$ cat src/rtl/noise_shaper_pkg.sv
// Shared widths, mode/state encodings, stage shift constants and saturation
// for the noise_shaper filter bank.
package noise_pkg;

  localparam int NOISE_IN_W = 32;
  localparam int SAMPLE_W   = 24;
  localparam int ACC_W      = 32;

  // Leak (L) and gain (G) shifts for each leaky integrator stage.
  localparam int P0_LEAK     = 1;
  localparam int P0_GAIN     = 2;
  localparam int P1_LEAK     = 4;
  localparam int P1_GAIN     = 4;
  localparam int P2_LEAK     = 7;
  localparam int P2_GAIN     = 6;
  localparam int B_LEAK      = 6;
  localparam int B_GAIN      = 4;
  localparam int PINK_W_GAIN = 3;

  typedef enum logic [1:0] {
    MODE_WHITE = 2'b00,
    MODE_PINK  = 2'b01,
    MODE_BROWN = 2'b10,
    MODE_MUTE  = 2'b11
  } mode_e;

  typedef enum logic [2:0] {
    S_IDLE = 3'd0,
    S_ST0  = 3'd1,
    S_ST1  = 3'd2,
    S_ST2  = 3'd3,
    S_SUM  = 3'd4,
    S_HOLD = 3'd5
  } state_e;

  function automatic logic [SAMPLE_W-1:0] sat24(input logic signed [ACC_W-1:0] x);
    if (x > 32'sh007F_FFFF) begin
      return 24'h7F_FFFF;
    end else if (x < -32'sh0080_0000) begin
      return 24'h80_0000;
    end else begin
      return x[SAMPLE_W-1:0];
    end
  endfunction

endpackage

$ cat src/rtl/noise_shaper_leaky_stage.sv
// Combinational leaky integrator step: acc - (acc >>> L) + (w >>> G),
// two's-complement wrap, arithmetic shifts.
module leaky_stage
  import noise_pkg::*;
#(
  parameter int L = 1,
  parameter int G = 2
) (
  input  logic signed [ACC_W-1:0] acc_i,
  input  logic signed [ACC_W-1:0] w_i,
  output logic signed [ACC_W-1:0] acc_o
);

  assign acc_o = acc_i - (acc_i >>> L) + (w_i >>> G);

endmodule

$ cat src/rtl/noise_shaper.sv
// Shapes one LFSR white-noise word per sample tick into white/pink/brown/mute
// output via a multi-cycle leaky-integrator bank. Brown stage: NOISE_SHAPER_BROWN_EN.
module noise_shaper
  import noise_pkg::*;
(
  input  logic                  clk,
  input  logic                  reset,
  input  logic                  sample_tick,
  input  logic [NOISE_IN_W-1:0] noise_in,
  input  logic [1:0]            mode,
  input  logic                  out_ready,
  output logic [SAMPLE_W-1:0]   sample_out,
  output logic                  out_valid,
  output logic                  busy,
  output logic                  overrun
);

  // state | meaning
  // IDLE  | waiting for sample_tick; captures w and mode
  // ST0   | update pink stage p0
  // ST1   | update pink stage p1
  // ST2   | update pink stage p2 (and brown b)
  // SUM   | form sample_out for latched mode, raise out_valid
  // HOLD  | wait for out_ready handshake

  state_e                  state_q, state_d;
  mode_e                   mode_q, mode_d;
  logic signed [ACC_W-1:0] w_q, w_d;
  logic signed [ACC_W-1:0] p0_q, p0_d, p1_q, p1_d, p2_q, p2_d;
  logic signed [ACC_W-1:0] p0_nxt, p1_nxt, p2_nxt;
  logic signed [ACC_W-1:0] pink_sum;
  logic [SAMPLE_W-1:0]     sample_q, sample_d;
  logic                    valid_q, valid_d;
  logic                    overrun_q, overrun_d;

  leaky_stage #(.L(P0_LEAK), .G(P0_GAIN)) u_p0 (.acc_i(p0_q), .w_i(w_q), .acc_o(p0_nxt));
  leaky_stage #(.L(P1_LEAK), .G(P1_GAIN)) u_p1 (.acc_i(p1_q), .w_i(w_q), .acc_o(p1_nxt));
  leaky_stage #(.L(P2_LEAK), .G(P2_GAIN)) u_p2 (.acc_i(p2_q), .w_i(w_q), .acc_o(p2_nxt));

`ifdef NOISE_SHAPER_BROWN_EN
  logic signed [ACC_W-1:0] b_q, b_d, b_nxt;
  leaky_stage #(.L(B_LEAK), .G(B_GAIN)) u_b (.acc_i(b_q), .w_i(w_q), .acc_o(b_nxt));
`endif

  assign pink_sum = p0_q + p1_q + p2_q + (w_q >>> PINK_W_GAIN);

  always_comb begin
    state_d   = state_q;
    mode_d    = mode_q;
    w_d       = w_q;
    p0_d      = p0_q;
    p1_d      = p1_q;
    p2_d      = p2_q;
`ifdef NOISE_SHAPER_BROWN_EN
    b_d       = b_q;
`endif
    sample_d  = sample_q;
    valid_d   = valid_q;
    overrun_d = sample_tick && (state_q != S_IDLE);
    case (state_q)
      S_IDLE: begin
        if (sample_tick) begin
          w_d     = $signed(noise_in) >>> 8;
          mode_d  = mode_e'(mode);
          state_d = S_ST0;
        end
      end
      S_ST0: begin
        p0_d    = p0_nxt;
        state_d = S_ST1;
      end
      S_ST1: begin
        p1_d    = p1_nxt;
        state_d = S_ST2;
      end
      S_ST2: begin
        p2_d    = p2_nxt;
`ifdef NOISE_SHAPER_BROWN_EN
        b_d     = b_nxt;
`endif
        state_d = S_SUM;
      end
      S_SUM: begin
        case (mode_q)
          MODE_WHITE: sample_d = w_q[SAMPLE_W-1:0];
          MODE_PINK:  sample_d = sat24(pink_sum);
`ifdef NOISE_SHAPER_BROWN_EN
          MODE_BROWN: sample_d = sat24(b_q);
`else
          MODE_BROWN: sample_d = w_q[SAMPLE_W-1:0];
`endif
          MODE_MUTE:  sample_d = '0;
        endcase
        valid_d = 1'b1;
        state_d = S_HOLD;
      end
      S_HOLD: begin
        if (valid_q && out_ready) begin
          valid_d = 1'b0;
          state_d = S_IDLE;
        end
      end
      default: state_d = S_IDLE;
    endcase
  end

  always_ff @(posedge clk) begin
    if (reset) begin
      state_q   <= S_IDLE;
      mode_q    <= MODE_WHITE;
      w_q       <= '0;
      p0_q      <= '0;
      p1_q      <= '0;
      p2_q      <= '0;
`ifdef NOISE_SHAPER_BROWN_EN
      b_q       <= '0;
`endif
      sample_q  <= '0;
      valid_q   <= 1'b0;
      overrun_q <= 1'b0;
    end else begin
      state_q   <= state_d;
      mode_q    <= mode_d;
      w_q       <= w_d;
      p0_q      <= p0_d;
      p1_q      <= p1_d;
      p2_q      <= p2_d;
`ifdef NOISE_SHAPER_BROWN_EN
      b_q       <= b_d;
`endif
      sample_q  <= sample_d;
      valid_q   <= valid_d;
      overrun_q <= overrun_d;
    end
  end

  assign sample_out = sample_q;
  assign out_valid  = valid_q;
  assign busy       = (state_q != S_IDLE);
  assign overrun    = overrun_q;

endmodule

$ cat config.mk
export PLATFORM = sky130hd
export DESIGN_NAME = noise_shaper
export DESIGN_NICKNAME = d
export VERILOG_FILES = /design/src/rtl/noise_shaper_pkg.sv /design/src/rtl/noise_shaper_leaky_stage.sv /design/src/rtl/noise_shaper.sv
export SDC_FILE = /design/constraint.sdc
export NUM_CORES = 1
export LEC_CHECK = 0
export CAP_MARGIN = 40
export CORE_MARGIN = 2
export CORE_UTILIZATION = 50
export DETAILED_ROUTE_END_ITERATION = 10
export GPL_TIMING_DRIVEN = 1
export HOLD_SLACK_MARGIN = 0.12
export PLACE_DENSITY = 0.67
export SLEW_MARGIN = 30
export SYNTH_ARGS = -nofsm -noshare
export SYNTH_HDL_FRONTEND = slang
export SYNTH_HIERARCHICAL = 1
export SYNTH_SLANG_ARGS = --single-unit
$ cat constraint.sdc
create_clock -name clk -period 7.1 [get_ports clk]
set_input_delay 1.42 -clock clk [delete_from_list [all_inputs] [get_ports clk]]
set_output_delay 1.42 -clock clk [all_outputs]
set_load 0.1 [all_outputs]
# --- After elaboration in Yosys (flattened, before gate mapping) ---
# Index checks and enable logic that the tools add are counted.
op_classes:
  magnitude_cmp: 2
  mux: 8
  n_addsub: 9
  reduce_logical: 10
  eq_ne: 10
op_table:
  columns: ["op", "n"]
  rows:
  - ["24-bit case mux with 3 select lines", 1]
  - ["32-bit adder", 2]
  - ["24-bit two-way mux", 2]
  - ["32-bit by 18-bit adder with 32-bit output", 1]
  - ["32-bit by 20-bit adder with 32-bit output", 1]
  - ["32-bit by 21-bit adder with 32-bit output", 1]
  - ["32-bit by 22-bit adder with 32-bit output", 1]
  - ["32-bit by 24-bit greater-than comparator with 1-bit output (second input constant)", 1]
  - ["32-bit by 24-bit less-than comparator with 1-bit output (second input constant)", 1]
  - ["32-bit by 25-bit subtractor with 32-bit output", 1]
  - ["32-bit by 28-bit subtractor with 32-bit output", 1]
  - ["32-bit by 31-bit subtractor with 32-bit output", 1]
  - ["3-bit case mux with 6 select lines", 1]
  - ["3-bit by 2-bit == test with 1-bit output (second input constant)", 2]
  - ["3-bit == test (second input constant)", 2]
  - ["3-bit two-way mux", 2]
  - ["2-bit AND reduction", 3]
  - ["2-bit == test (second input constant)", 2]
  - ["2-bit != test (second input constant)", 2]
  - ["3-bit by 1-bit == test with 1-bit output (second input constant)", 1]
  - ["3-bit logical NOT", 1]
  - ["3-bit nonzero test", 1]
  - ["2-bit by 1-bit == test with 1-bit output (second input constant)", 1]
  - ["1-bit logical AND", 2]
  - ["5 further kinds", 5]
word_totals:
  elab_cells: 48
  input_bits: 38
  regBits: 151
  out_inout_bits: 27

# --- Longest topological paths before layout ---
depth:
  ltp_word: 7
  mapped_depth: 18
  depth_no_buf: 16

# --- Cells and area by module ---
# Netlist, hierarchy kept.
by_module_without_submodules:
  columns: ["mod", "seq_area_each_um2", "n_inst", "area_per_inst_um2", "cells_each"]
  rows:
  - ["noise_shaper", 3022.9, 1, 9133.8, 1168]
  - ["leaky_stage (u_p1)", 0.0, 1, 3025.4, 429]
  - ["leaky_stage (u_p2)", 0.0, 1, 2837.7, 398]
  - ["leaky_stage (u_p0)", 0.0, 1, 2815.2, 402]

# --- Worst setup path after synthesis ---
# OpenSTA, ideal clock, no wires.
synth_path:
  path_type: "flip-flop to flip-flop"
  start: "register w_q[23]"
  end: "register sample_q[21] (netlist: sample_out[21])"
  setup_ns: 0.088
  stages_incl_launch_ff: 18
  arrival_time_ns: 5.027
  setup_slack_ns: 1.985
  path_buffers: 2
  required_time_ns: 7.012
  period_less_slack_ns: 5.115
  path_cell_list: "dfxtp_1 > inv_1 > fa_1 > fa_1 > inv_1 > ha_1 > clkbuf_1 > a21o_1 > a31oi_1 > o21a_1 > o21ai_0 > a22o_1 > a311oi_1 > nand3_1 > nor3_2 > buf_2 > o21ai_0 > a311oi_2"
synth_between:
  elab_chain_cells: 5
  elab_cells_between_ends: 6
  cone_classes: "add/sub (1); order compare (2); mux (3)"
synth_lines:
  columns: ["item", "line_no", "source"]
  rows:
  - ["start: declaration", "noise_shaper.sv:28", "logic signed [ACC_W-1:0] w_q, w_d;"]
  - ["start signal: assignment", "noise_shaper.sv:124", "w_q <= w_d;"]
  - ["32-bit by 21-bit adder with 32-bit output (*)", "noise_shaper.sv:45", "assign pink_sum = p0_q + p1_q + p2_q + (w_q >>> PINK_W_GAIN);"]
  - ["32-bit by 24-bit less-than comparator with 1-bit output", "noise_shaper_pkg.sv:39", "end else if (x < -32'sh0080_0000) begin"]
  - ["24-bit two-way mux", "noise_shaper_pkg.sv:39", null]
  - ["24-bit two-way mux (*)", "noise_shaper_pkg.sv:37", "if (x > 32'sh007F_FFFF) begin"]
  - ["24-bit case mux with 3 select lines (*)", "noise_shaper.sv:84", "case (mode_q)"]
  - ["end signal: assignment", "noise_shaper.sv:131", "sample_q <= sample_d;"]
  - ["end: declaration", "noise_shaper.sv:32", "logic [SAMPLE_W-1:0] sample_q, sample_d;"]
# Mark *: on every way between the ends. The rest lies on a longest branch, timed or not.
# A chain may end at the register's enable or synchronous reset.

# --- Worst setup path in the final report ---
layout_path:
  start: "register w_q[4]"
  end: "register sample_q[3] (netlist: sample_out[3])"
# The elaborated chain is that of the path after synthesis.

==> flow_metrics.env <==
export IMPL_cts_buffer_depth=2
export IMPL_dp_hpwl_mm=39.8
export IMPL_finalHoldViolations=0
export IMPL_synth_edf_count=0
export IMPL_ir_worst_vdd_v=0.000241
export IMPL_antenna_found_initial=0
export IMPL_clkTransAtPathRegs_ps=70
export IMPL_critical_path_arrival_ps=6040
export IMPL_gr_total_overflow=0
export IMPL_worst_path_most_repeated_cell="fa_1"
export IMPL_layout_drive_gt1_share=0.0528
export IMPL_ctsHoldBuffers=0
export IMPL_avgSynthCellArea_um2=7.43
export IMPL_start_kind="register"
export IMPL_setup_violations=0
export IMPL_post_cts_buffers=0
export IMPL_drtIter0Drc=1078
export IMPL_portBuffers=56
export IMPL_cts_root_buffer="clkbuf_16"
export IMPL_maxSlewViolCount=0
export IMPL_ios=65
export IMPL_grt_pass1_wl_mm=80.2
export IMPL_final_common_cell="inv_1"
export IMPL_cts_resized=0
export IMPL_vias=15900
export IMPL_cp_slowest_cell="and2_1"
export IMPL_cts_tree="yes"
export IMPL_crit_path_end_kind="register"
export IMPL_vias_per_cell=5.49
export IMPL_maxCapViolCount=0
export IMPL_p_leak_nw=8.50
export IMPL_tightestPinTransition_ps=827
export IMPL_rsz0062_at_grt="false"
export IMPL_synthFlopType="dfxtp_1"
export IMPL_internal_power_mw=4.25
export IMPL_ys_types=88
export IMPL_cts_buffers=17
export IMPL_mostFrequentLayoutCells="538 x inv_1, 338 x nand2_1, 248 x a21oi_1"
export IMPL_fin_crit_ps=5690
export IMPL_p_total_mw=8.99
export IMPL_tns_ps=0
export IMPL_core_mm2=0.0353
export IMPL_outcome="finished, final reports clean"
export IMPL_max_freq_mhz=176
export IMPL_grt_max_degree=56
export IMPL_crit_type="reg2reg"
export IMPL_fin_skew_ps=16.9
export IMPL_syn_to_final_growth_pct=10.9
export IMPL_async_flop_share=0
export IMPL_die_w_um=193
export IMPL_yosysWarnings=6
export IMPL_path_buf_inv=2
export IMPL_hold_class="reg2reg"
export IMPL_drc_errors=0
export IMPL_max_slew_margin=0.449
export IMPL_comb_power_share=0.762
export IMPL_routed_wl_mm=49.8
export IMPL_syn_area_mm2=0.0178
export IMPL_start_util=0.504
export IMPL_ant_nets=0
export IMPL_p_sw_frac=0.527
export IMPL_dieArea_mm2=0.0372
export IMPL_crit_path_cell_trace="inv_1, fa_1, inv_1, fa_1, ha_1, fa_1, a21o_1, a221o_2, a211oi_2, o2111ai_1, a211oi_2, xnor2_1, and2_1, nand2b_1, o21ai_4, a311oi_1"
export IMPL_powerDensity_mw_per_mm2=455
export IMPL_syn_inst=2397
export IMPL_grt_usage=0.277
export IMPL_post_drt_wl_per_cell_um=17.3
export IMPL_ys_seq_elements=151
export IMPL_rows=69
export IMPL_yosysSeqAreaShare=0.170
export IMPL_syn_num_nets=2717
export IMPL_die_h_um=193
export IMPL_clockPowerShare=0.108
export IMPL_first_pass_iters=5
export IMPL_p_seq_frac=0.130
export IMPL_period_share=0.802
export IMPL_clkLatencyLatePin_ps=460
export IMPL_worstPathMaxFanout=24
export IMPL_critPathTopFamily="compound AO/OA/AOI/OAI gates"
export IMPL_critical_path_required_ps=7450
export IMPL_nets=2733
export IMPL_grt_pass1_vias=15400
export IMPL_p_switching_mw=4.74
export IMPL_place_congestion=0.958
export IMPL_num_antenna_cells=0
export IMPL_h_tree_depth=4
export IMPL_cts_sinks=151
export IMPL_slowest_delay_ps=670
-- synthesized netlist by cell type, drive strengths merged (21+ instances only) --
cell,instances,share of area
nand4,26,0.0091
a21o,42,0.018
xor2,39,0.019
nor3,21,0.0065
a31oi,21,0.0077
xnor2,78,0.038
dfxtp,151,0.17
nand2,339,0.071
clkbuf,67,0.014
buf,29,0.0088
a21oi,254,0.073
a211oi,21,0.010
a311oi,30,0.017
nand3,31,0.0087
ha,127,0.089
fa,155,0.17
inv,538,0.11
o21ai,99,0.029
nand2b,31,0.011
nor2,104,0.022
-- flip-flops by register name, indices dropped and copies added, names as in the netlist --
| name | cells |
|---|---|
| mode_q | 2 |
| overrun | 1 |
| w_q | 24 |
| sample_out | 24 |
| p0_q | 32 |
| p2_q | 32 |
| out_valid | 1 |
| p1_q | 32 |
| state_q | 3 |
-- routing by layer --
layer  up-vias  global-route usage  part of all wire
met5         -                   0                 0
li1       7737                   -                 -
met4         0               0.119             0.041
met1      7582               0.345              0.43
met2       438               0.477              0.48
met3        98              0.0406             0.047
-- cells by family (layout without fill, tap and decap cells) --
| kind of cell | after synthesis | after routing | share of synthesized area |
|---|---|---|---|
| mux | 8 | 8 | 0.00471 |
| buf+inv | 634 | 663 | 0.136 |
| xor+xnor | 117 | 117 | 0.0575 |
| compound gates | 574 | 574 | 0.209 |
| fa+ha+maj | 282 | 282 | 0.263 |
| simple gates | 631 | 631 | 0.160 |
| flops | 151 | 151 | 0.170 |
-- per-stage QoR --
step | util | area (um^2) | hold WS (ps) | cells | setup WS, ps
global route | 0.560 | 19800 | 468 | 2887 | 1130
CTS | 0.560 | 19800 | 456 | 2887 | 1480
detailed placement | 0.543 | 19200 | 447 | 2855 | 1450
global placement | 0.527 | 18600 | 445 | 2827 | 1670
finish | 0.560 | 19800 | 455 | 2887 | 1410
floorplan | - | 17800 | 437 | 2397 | 1980
-- worst register-to-register path: stages, from the launching register on --
cell	delay (ps)
dfxtp_1	420
inv_1	90
fa_1	540
inv_1	50
fa_1	470
ha_1	250
fa_1	460
a21o_1	230
a221o_2	360
a211oi_2	320
o2111ai_1	410
a211oi_2	300
xnor2_1	180
and2_1	670
nand2b_1	240
o21ai_4	210
a311oi_1	380
-- power by group through the flow --
stage	clock network [mW]	logic, mW	registers, mW
after global placement	0	6.63	1.19
after floorplan	0	5.27	1.17
after detailed placement	0	6.73	1.19
final	0.971	6.85	1.17
after CTS	0.982	6.78	1.18
after global routing	1.02	7.63	1.20
-- final cells by class --
type	instances	area, um^2
sequential	151	3020
timing repair buffer	93	1160
multi-input combinational	1612	12400
inverter	538	2020
clock buffer	19	443
fill	3369	15600
clock inverter	13	159
tap	461	577
-- path summary, 6_finish.rpt --
kind	start	to	slack (ps)	cells past startpoint
setup / recovery	w_q[4]	sample_out[3]	1410	16
hold / removal	w_q[0]	w_q[0]	450	2
setup reg to reg	w_q[4]	sample_out[3]	1410	16
hold reg to reg	w_q[0]	w_q[0]	450	2
Power figures use the tool's default switching activity.
